===== config.mk =====
export PLATFORM = sky130hd
export DESIGN_NAME = bm_down_counter_flat
export DESIGN_NICKNAME = d
export VERILOG_FILES = /design/src/rtl/bm_down_counter_if.sv /design/src/rtl/bm_down_counter.sv /design/src/flat_wrapper.sv
export SDC_FILE = /design/constraint.sdc
export NUM_CORES = 1
export LEC_CHECK = 0
export BUFFER_PORTS_ARGS = -buffer_cell sky130_fd_sc_hd__buf_2
export CORE_AREA = 4 4 41 43
export DETAILED_ROUTE_END_ITERATION = 10
export DIE_AREA = 0 0 45 47
export HOLD_SLACK_MARGIN = 0.03
export MAX_ROUTING_LAYER = met4
export PLACE_DENSITY = 0.66
export RECOVER_POWER = 50
export SYNTH_ARGS = -nofsm -noshare
export SYNTH_HDL_FRONTEND = slang
export SYNTH_SLANG_ARGS = --single-unit

===== constraint.sdc =====
create_clock -name clock -period 2.5 [get_ports clock]
set_clock_uncertainty 0.15 [all_clocks]
set_input_delay 0.25 -clock clock [delete_from_list [all_inputs] [get_ports clock]]
set_output_delay 0.25 -clock clock [all_outputs]
set_load 0.005 [all_outputs]

===== src/rtl/bm_down_counter_if.sv =====
`default_nettype none
// +----------------------------------------------------------------------+
// | Module   : bm_down_counter_if                                        |
// | Desc     : Decrement/load/count bundle for the base-BASE down counter|
// | Revision : 1.0                                                       |
// +----------------------------------------------------------------------+
interface bm_down_counter_if #(
    parameter int BASE   = 10,
    parameter int DIGITS = 2
);
    localparam int W = (BASE > 2) ? $clog2(BASE) : 1;

    logic                ei;
    logic                load;
    logic [DIGITS*W-1:0] din;
    logic [DIGITS*W-1:0] q;
    logic                eu;
    logic                zero;

    modport master (output ei, load, din, input  q, eu, zero);
    modport slave  (input  ei, load, din, output q, eu, zero);
endinterface
`default_nettype wire


===== src/rtl/bm_down_counter.sv =====
`default_nettype none
// +----------------------------------------------------------------------+
// | Module   : bm_down_counter                                           |
// | Desc     : DIGITS-digit base-BASE down counter with borrow chain,    |
// |            clamped parallel load and zero flag                       |
// | Revision : 1.0                                                       |
// +----------------------------------------------------------------------+
module bm_down_counter #(
    parameter int BASE   = 10,
    parameter int DIGITS = 2
) (
    input  wire logic         clock,
    input  wire logic         reset,
    bm_down_counter_if.slave  bus
);
    localparam int W = (BASE > 2) ? $clog2(BASE) : 1;
    localparam logic [W-1:0] C_DIGIT_MAX = W'(BASE - 1);

    if (BASE < 2) begin : g_bad_base
        $error("bm_down_counter: BASE must be at least 2");
    end
    if (DIGITS < 1) begin : g_bad_digits
        $error("bm_down_counter: DIGITS must be at least 1");
    end

    logic [DIGITS*W-1:0] r_q;
    logic [DIGITS*W-1:0] w_load_val;
    logic [DIGITS*W-1:0] w_dec_val;
    // w_chain[i] is high when every digit below i is zero, i.e. digit i steps
    logic [DIGITS:0]     w_chain;

    assign w_chain[0] = 1'b1;

    for (genvar i = 0; i < DIGITS; i++) begin : g_digit
        logic [W-1:0] w_cur;
        logic [W-1:0] w_in;

        assign w_cur = r_q[i*W +: W];
        assign w_in  = bus.din[i*W +: W];

        assign w_chain[i+1] = w_chain[i] & (w_cur == '0);

        // Out-of-range load digits saturate so the count never leaves 0..BASE-1
        assign w_load_val[i*W +: W] = (w_in > C_DIGIT_MAX) ? C_DIGIT_MAX : w_in;

        assign w_dec_val[i*W +: W] = !w_chain[i]    ? w_cur :
                                     (w_cur == '0)  ? C_DIGIT_MAX :
                                                      w_cur - W'(1);
    end

    always_ff @(posedge clock) begin
        if (reset) begin
            r_q <= '0;
        end else if (bus.load) begin
            r_q <= w_load_val;
        end else if (bus.ei) begin
            r_q <= w_dec_val;
        end
    end

    assign bus.q    = r_q;
    assign bus.zero = w_chain[DIGITS];
    assign bus.eu   = bus.ei & ~bus.load & ~reset & w_chain[DIGITS];
endmodule
`default_nettype wire


===== src/flat_wrapper.sv =====
// flat-port wrapper written by rule: the top's interface ports become plain ports
module bm_down_counter_flat 
#(
    parameter int BASE   = 10,
    parameter int DIGITS = 2
)
  (clock, reset, bus_ei, bus_load, bus_din, bus_q, bus_eu, bus_zero);
  bm_down_counter_if #(.BASE(BASE), .DIGITS(DIGITS)) bus_i ();
  input  wire logic clock;
  input  wire logic reset;
  input wire logic [$bits(bus_i.ei)-1:0] bus_ei;
  input wire logic [$bits(bus_i.load)-1:0] bus_load;
  input wire logic [$bits(bus_i.din)-1:0] bus_din;
  output wire logic [$bits(bus_i.q)-1:0] bus_q;
  output wire logic [$bits(bus_i.eu)-1:0] bus_eu;
  output wire logic [$bits(bus_i.zero)-1:0] bus_zero;
  assign bus_i.ei = bus_ei;
  assign bus_i.load = bus_load;
  assign bus_i.din = bus_din;
  assign bus_q = bus_i.q;
  assign bus_eu = bus_i.eu;
  assign bus_zero = bus_i.zero;
  bm_down_counter #(.BASE(BASE), .DIGITS(DIGITS)) u_core (.clock(clock), .reset(reset), .bus(bus_i));
endmodule

# ---- Word-level counts from Yosys, hierarchy flattened
# Cells that the tools add are included.
dict set report totals {
  ff_bits 8
  input_bits 12
  wordCells 24
}
dict set report op_classes {
  addsub 2
  n_lt_le_gt_ge 2
  n_mux 7
  bitwise_logic 6
  reduce_logical 5
}
# operator n
set ops {}
lappend ops {{$mux W4} 5}
lappend ops {{$mux W8} 2}
lappend ops {{$gt A4 B4 Y1 const B} 2}
lappend ops {{$logic_not A4 Y1} 2}
lappend ops {{$sub A4 B1 Y4 const B} 2}
lappend ops {{$and A1 B1 Y1} 4}
lappend ops {{$reduce_bool A2 Y1} 2}
lappend ops {{$not A1 Y1} 2}
lappend ops {{$reduce_and A2 Y1} 1}

# ---- Longest topological paths before layout
# Gate-level depths: netlist of run 1.
dict set report logic_depth {
  depth_word 5
  depth_mapped 5
  depth_no_buf 4
}

# ---- Worst setup path before layout of run 1
# No wires, ideal clock.
dict set report synth_path {
  kind {register to register}
  startpoint {register u_core.r_q[1], in the netlist u_core.bus.q[1]}
  endpoint {register u_core.r_q[5], in the netlist u_core.bus.q[5]}
  setup_ns 0.132
  arrival_ns 1.427
  t_required_ns 2.218
  setup_slack_ns 0.790
  stages_incl_launch_ff 6
  period_less_slack_ns 1.710
  cell_sequence {dfxtp_1 > or4b_1 > buf_6 > nor3_4 > mux2i_1 > o31ai_2}
}
dict set report synth_via {
  elab_chain_cells 3
}
# element line_no
set synth_lines {}
lappend synth_lines {{start: declaration} bm_down_counter.sv:26} ;# logic [DIGITS*W-1:0] r_q;
lappend synth_lines {{start signal: assignment} bm_down_counter.sv:55} ;# r_q <= w_load_val;
lappend synth_lines {{start signal: assignment} bm_down_counter.sv:57} ;# r_q <= w_dec_val;
lappend synth_lines {{$logic_not A4 Y1} bm_down_counter.sv:41} ;# assign w_chain[i+1] = w_chain[i] & (w_cur == '0);
lappend synth_lines {{$reduce_bool A2 Y1 (no source line)} n/a}
lappend synth_lines {{$reduce_and A2 Y1 (no source line)} n/a}
# No other way between the ends.
# A chain may end at the register's enable or synchronous reset.

# ---- Final worst setup path of run 1
dict set report layout_path {
  startpoint {register u_core.r_q[4], in the netlist u_core.bus.q[4]}
  endpoint {output bus_eu}
}
dict set report layout_via {
  elab_chain_cells 3
}
# element line_no
set layout_lines {}
lappend layout_lines {{$logic_not A4 Y1} bm_down_counter.sv:41}
lappend layout_lines {{$and A1 B1 Y1} bm_down_counter.sv:41}
lappend layout_lines {{$and A1 B1 Y1} bm_down_counter.sv:63} ;# assign bus.eu = bus.ei & ~bus.load & ~reset & w_chain[DIGITS];
lappend layout_lines {{end: declaration} flat_wrapper.sv:15} ;# output wire logic [$bits(bus_i.eu)-1:0] bus_eu;
# No other way between the ends.

==> run summary, run 1 <==
Clock-pin transition on the worst setup and hold timing paths: 0.06 ns
Switching share of power: 31.3%
CTS root buf: clkbuf_4
Logic pwr share: 23.7%
Leakage: 0.283 nW
Chip height: 47 um
Total core area: 1300 sq um
Post-synth ARST share: 0%
Layout area overhead: 23.5%
Final setup violation count: 0
Port bufs: 21
Clock sink count: 8
Post-route clock period utilization: 75.1%
Die X: 45 um
Share of the synthesized area in the top cell type: 31.7%
Power Internal: 0.233 mW
Unique masters post-synth: 31
Max_slew headroom: 74.2%
Run status: complete, no violations
Initial antenna violation count: 0
Initial DRC Count: 17
GRT Util Overall: 15.0%
Slew @ Worst Pin: 0.387 ns
Max cap viols: 0
Mapped Area: 505 sq um
Ranking of synthesized cells by area: dfxtp_1 32%, nor2_1 8.2%, mux2i_1 4.0%, a221oi_1 3.5%, xor2_1 3.5%
Post_cts resized: 0
DIE AREA: 2120 sq um
Hold Path Stages: 3
FF-to-FF path depth: 4
Setup bufs post-CTS: 0
Worst Setup Start Kind: flop
# diodes: 0
TritonCTS clock tree: built
Ys flop type: dfxtp_1
First-pass GRT wire length: 2180 um
Clk_lat worst skew: 0.25 ns
Critical Path RT: 2.10 ns
Nets: 93
IO Count: 22
Clock Power Share: 30.6%
RSZ-0062 raised after global routing: no
Max Freq: 532 MHz
Utilization after layout: 48.0%
Wire per inst: 13.1 um
Total CTS buffers: 3
Vias in the first global route: 452
Sw Pwr: 0.106 mW
Synthesized netlist cell count: 59
Most common library cells after synthesis: 11 x nor2_1, 8 x dfxtp_1, 4 x inv_1, 3 x o21ai_0
WP data arrival: 1.48 ns
Yosys warns: 0
FP Rows: 13
Mapped Nets: 71
Hold_buf cts: 0
Starting density of the core: 38.8%
Peak VDD IR: 310 uV
Max FO, Critical Path: 5
Vias per cell: 5.13
Final setup TNS: 0 ns
DRT Wirelength: 1230 um
Synthesized area per cell: 8.57 sq um
Start-to-end type of the worst setup path: reg2out
Critical Path End Type: output port
Count leader, synth: nor2_1
H-tree levels: 1
Gpl congestion: 0.771
First-pass DRT Iterations: 4
Residual DRC count: 0
Number of flops mapped to enable cells by yosys: 0
Ratio of cells with drive above 1 in the final layout: 32.9%
Pin count of the biggest net entering global routing: 17
#FFs+latches synth: 8
Sequential power share: 45.7%
Final hold violation count: 0
Overflow after GRT: 0
Synth area leader: dfxtp_1
Worst min-delay path category: in2reg
Slew Viols, Final: 0
Final critical-path required period: 1.88 ns
Power density cells: 542 nW/um^2
Clock Tree Buf Depth: 2
Vias: 482
Max reg flops: 8
Post-DRT Antenna Nets: 0
Seq/Total Area, Yosys: 31.7%
-- layout by cell type (no fill, tap or decap), drive strengths merged --
cell type,netlist,routed
buf,3,18
nor2,11,11
dfxtp,8,8
clkbuf,1,6
inv,4,4
o21ai,3,3
a221oi,3,3
nand2b,2,2
xor2,2,2
mux2i,2,2
a21oi,2,2
o21a,2,2
nor3,2,2
nand4bb,1,1
nor4,1,1
a311oi,1,1
or4b,1,1
a31oi,1,1
o41ai,1,1
nand2,1,1
nand4,1,1
o31ai,1,1
xnor2,1,1
nor3b,1,1
nor4b,1,1
o311a,1,1
or3,1,1
-- critical path, stage by stage, from the launching register on --
cell       delay [ns]
dfxtp_1          0.37
nor3_1           0.30
nand4bb_1        0.16
nor4_1           0.25
buf_2            0.16
-- metrics by stage --
step | power (mW) | instance area (sq um) | hold slack (ns) | cells | worst slack [ns]
after global placement | 0.239 | 606 | 0.369 | 91 | 0.714
after global routing | 0.366 | 624 | 0.103 | 94 | 0.340
after floorplan | 0.210 | 505 | 0.247 | 59 | 0.790
after CTS | 0.344 | 628 | 0.0972 | 94 | 0.614
after detailed placement | 0.238 | 606 | 0.370 | 91 | 0.678
final | 0.338 | 624 | 0.103 | 94 | 0.621
-- final cells by class --
class	count	area [sq um]
Fill cell	144	677
Inverter	4	15.0
Tap cell	15	18.8
Multi-Input combinational cell	43	307
Clock buffer	3	22.5
Timing Repair Buffer	21	101
Sequential cell	8	160
-- cell families (layout without fill, tap and decap cells) --
| logic type | count (synthesis) | after routing | share of synthesized area (%) |
|---|---|---|---|
| compound gates | 15 | 15 | 23.5 |
| xor+xnor | 3 | 3 | 5.20 |
| buf+inv | 8 | 28 | 7.67 |
| flops | 8 | 8 | 31.7 |
| mux | 2 | 2 | 3.96 |
| simple gates | 23 | 23 | 28.0 |
-- power by group through the flow --
stage	sequential, mW	combinational [mW]	clock (mW)
after floorplan	0.152	0.0583	0
after global placement	0.157	0.0818	0
after detailed placement	0.157	0.0808	0
after CTS	0.154	0.0815	0.108
after global routing	0.157	0.0912	0.118
final	0.155	0.0803	0.103
-- per-layer routing --
layer | vias up | routed length (um) | GRT usage (%)
li1 | 256 | - | -
met1 | 209 | 624 | 21.3
met2 | 15 | 529 | 17.8
met3 | 2 | 69 | 5.75
met4 | 0 | 11 | 7.02
met5 | - | 0 | -
-- final timing paths --
check                                     start         endpoint  slack, ns
worst max register to register  u_core.bus.q[1]  u_core.bus.q[6]       0.65
worst min register to register  u_core.bus.q[6]  u_core.bus.q[6]       0.40
worst min-delay path                 bus_din[0]  u_core.bus.q[0]       0.10
worst max-delay path            u_core.bus.q[4]           bus_eu       0.62
Power figures use the tool's default switching activity.
==> run 2: changes to the inputs <==
--- a/config.mk
+++ b/config.mk
@@ -11,7 +11,7 @@
 export DIE_AREA = 0 0 45 47
 export HOLD_SLACK_MARGIN = 0.03
 export MAX_ROUTING_LAYER = met4
-export PLACE_DENSITY = 0.66
+export PLACE_DENSITY = 0.69
 export RECOVER_POWER = 50
 export SYNTH_ARGS = -nofsm -noshare
 export SYNTH_HDL_FRONTEND = slang
==> constraint.sdc (replaced) <==
create_clock -name clock -period 1.7 [get_ports clock]
set_clock_uncertainty 0.15 [all_clocks]
set_input_delay 0.17 -clock clock [delete_from_list [all_inputs] [get_ports clock]]
set_output_delay 0.17 -clock clock [all_outputs]
set_load 0.005 [all_outputs]
==> run summary, run 2 (same netlist as run 1, synthesis figures left out) <==
First-pass DRT Iterations: 4 (unchanged)
Post-DRT Antenna Nets: 0 (unchanged)
Total core area: 1300 sq um (unchanged)
Start-to-end type of the worst setup path: reg2out
Worst path max stage delay: 0.35 ns (-0.02 ns)
Overflow after GRT: 0 (unchanged)
Pin count of the biggest net entering global routing: 17 (unchanged)
Hold_sp: bus_din[6]
Final critical-path required period: 1.67 ns
Wire per inst: 13.3 um (+1.3%)
Inst Count DP: 97 (+6.6%)
Max Freq: 600 MHz
Total chip power: 0.536 mW (+59%)
Starting density of the core: 38.8% (unchanged)
Reg2reg start: u_core.bus.q[0]
Ratio of cells with drive above 1 in the final layout: 45.5% (+13 points)
Clock sink count: 8 (unchanged)
Reg-to-reg endpoint: u_core.bus.q[6]
Peak VDD IR: 441 uV (+42%)
Final hold violation count: 0 (unchanged)
Critical Path End Type: output port
Clk_lat worst skew: 0.25 ns (about the same)
Flop2flop setup slack: 0.06 ns (-0.59 ns)
Initial DRC Count: 9 (-8)
Final setup TNS: 0 ns (unchanged)
Vias per cell: 5.30 (+3.4%)
CTS root buf: clkbuf_4
Slew @ Worst Pin: 0.336 ns (-0.0511 ns)
First-pass GRT wire length: 2170 um (-0.64%)
Chip height: 47 um (unchanged)
Post-route clock period utilization: 98.1%
Final setup margin: 0.0323 ns (-0.589 ns)
Fillers: 142 (-1.4%)
Residual DRC count: 0 (unchanged)
Most frequent cells in the layout: 19 x buf_2, 10 x nor2_1, 7 x buf_4, 7 x dfxtp_1, 4 x inv_1
Slew Viols, Final: 0 (unchanged)
Leakage: 0.338 nW (+19%)
Hold Path Stages: 3 (unchanged)
H-tree levels: 1 (unchanged)
Max reg flops: 8 (unchanged)
GRT Util Overall: 14.9% (-0.045 points)
TritonCTS clock tree: built
Placement Cell Area: 652 sq um (+7.6%)
CP Launch Point: u_core.bus.q[5]
Initial antenna violation count: 0 (unchanged)
Worst Setup Start Kind: flop
Final non-filler cell total: 103 (+9.6%)
DRT Wirelength: 1370 um (+11%)
FP Rows: 13 (unchanged)
Nets: 102 (+9.7%)
Worst slack, placed: -0.0542 ns (-0.732 ns)
Gpl congestion: 0.838 (+8.6%)
Total CTS buffers: 3 (unchanged)
Vias in the first global route: 491 (+8.6%)
Finished Cell Area: 732 sq um (+17%)
Power density cells: 733 nW/um^2 (+35%)
Most common cell after layout, fill and taps aside: buf_2
Critical path buffer and inverter count: 1 (unchanged)
Clock Tree Buf Depth: 2 (unchanged)
Worst min-delay path category: in2reg
Die X: 45 um (unchanged)
Max_slew headroom: 77.3% (+3.1 points)
DIE AREA: 2120 sq um (unchanged)
IO Count: 22 (unchanged)
Vias: 546 (+13%)
FF-to-FF path depth: 3 (-1)
Final setup violation count: 0 (unchanged)
RSZ-0062 raised after global routing: yes
Port bufs: 21 (unchanged)
Cell chain of the critical path: nor3_2 -> nand4bb_1 -> nor4_4 -> buf_2
Largest delay share family, worst path: simple AND/OR/NAND/NOR gates
Clock-pin transition on the worst setup and hold timing paths: 0.05 ns (about the same)
WP data arrival: 1.35 ns (-0.13 ns)
Hold endpoint: u_core.bus.q[6]
Slowest CP cell: dfxtp_1
Layout area overhead: 44.8%
# diodes: 0 (unchanged)
Max cap viols: 0 (unchanged)
Critical Path RT: 1.38 ns (-0.72 ns)
Post-DP HPWL: 1020 um
Run status: complete, no violations
Max FO, Critical Path: 5 (unchanged)
-- run 2: worst reg2reg max path: stages, from the launching register on --
cell      delay, ns
dfxtp_2        0.31
or4b_4         0.59
o41ai_1        0.32
a221oi_1       0.14
-- run 2: area by class of cell --
cell class / count / area [sq um] / share of cell area, %
Sequential cell: 8 / 161 / 22.1
Inverter: 4 / 15.0 / 2.05
Tap cell: 15 / 18.8 / 2.56
Timing Repair Buffer: 30 / 169 / 23.1
Clock buffer: 3 / 22.5 / 3.08
Multi-Input combinational cell: 43 / 345 / 47.2
-- run 2: worst max-delay path by stage --
stage	endpoint	slack [ns]	depth (start not counted)
after CTS	bus_eu	-0.05	4
after global routing	u_core.bus.q[5]	-0.02	4
after detailed placement	u_core.bus.q[5]	-0.05	4
final	bus_eu	0.03	4
after global placement	u_core.bus.q[7]	-0.04	4
after floorplan	u_core.bus.q[5]	0.01	5
-- run 2: layer usage --
metal | GRT usage [%] | up-vias | share of wire, %
met1 | 18.0 | 252 | 45
met2 | 23.2 | 17 | 47
met4 | 3.51 | 0 | 0.29
met5 | - | - | 0
met3 | 6.13 | 2 | 7.3
li1 | - | 275 | -
-- run 2: stage by stage --
| step | utilization, % | hold WS, ns |
|---|---|---|
| 6_report | 56.3 | 0.0458 |
| 5_1_grt | 56.3 | 0.0486 |
| 4_1_cts | 53.3 | 0.0453 |
| 3_5_place_dp | 50.1 | 0.296 |
| 3_3_place_gp | 50.1 | 0.288 |
| 2_1_floorplan | - | 0.165 |
-- run 2: timing repair --
action                     4_1_cts  5_1_grt
hold endpoints to repair         1        0
buffers inserted                 0        2
hold buffers                     1        0
pin swaps                        0        4
resized for setup                2        5
setup endpoints to repair        5        3
-- run 2: where the power goes --
part           internal (mW)  switching [mW]
Clock                 0.0809          0.0659
Combinational         0.0865          0.0859
Sequential             0.203          0.0139
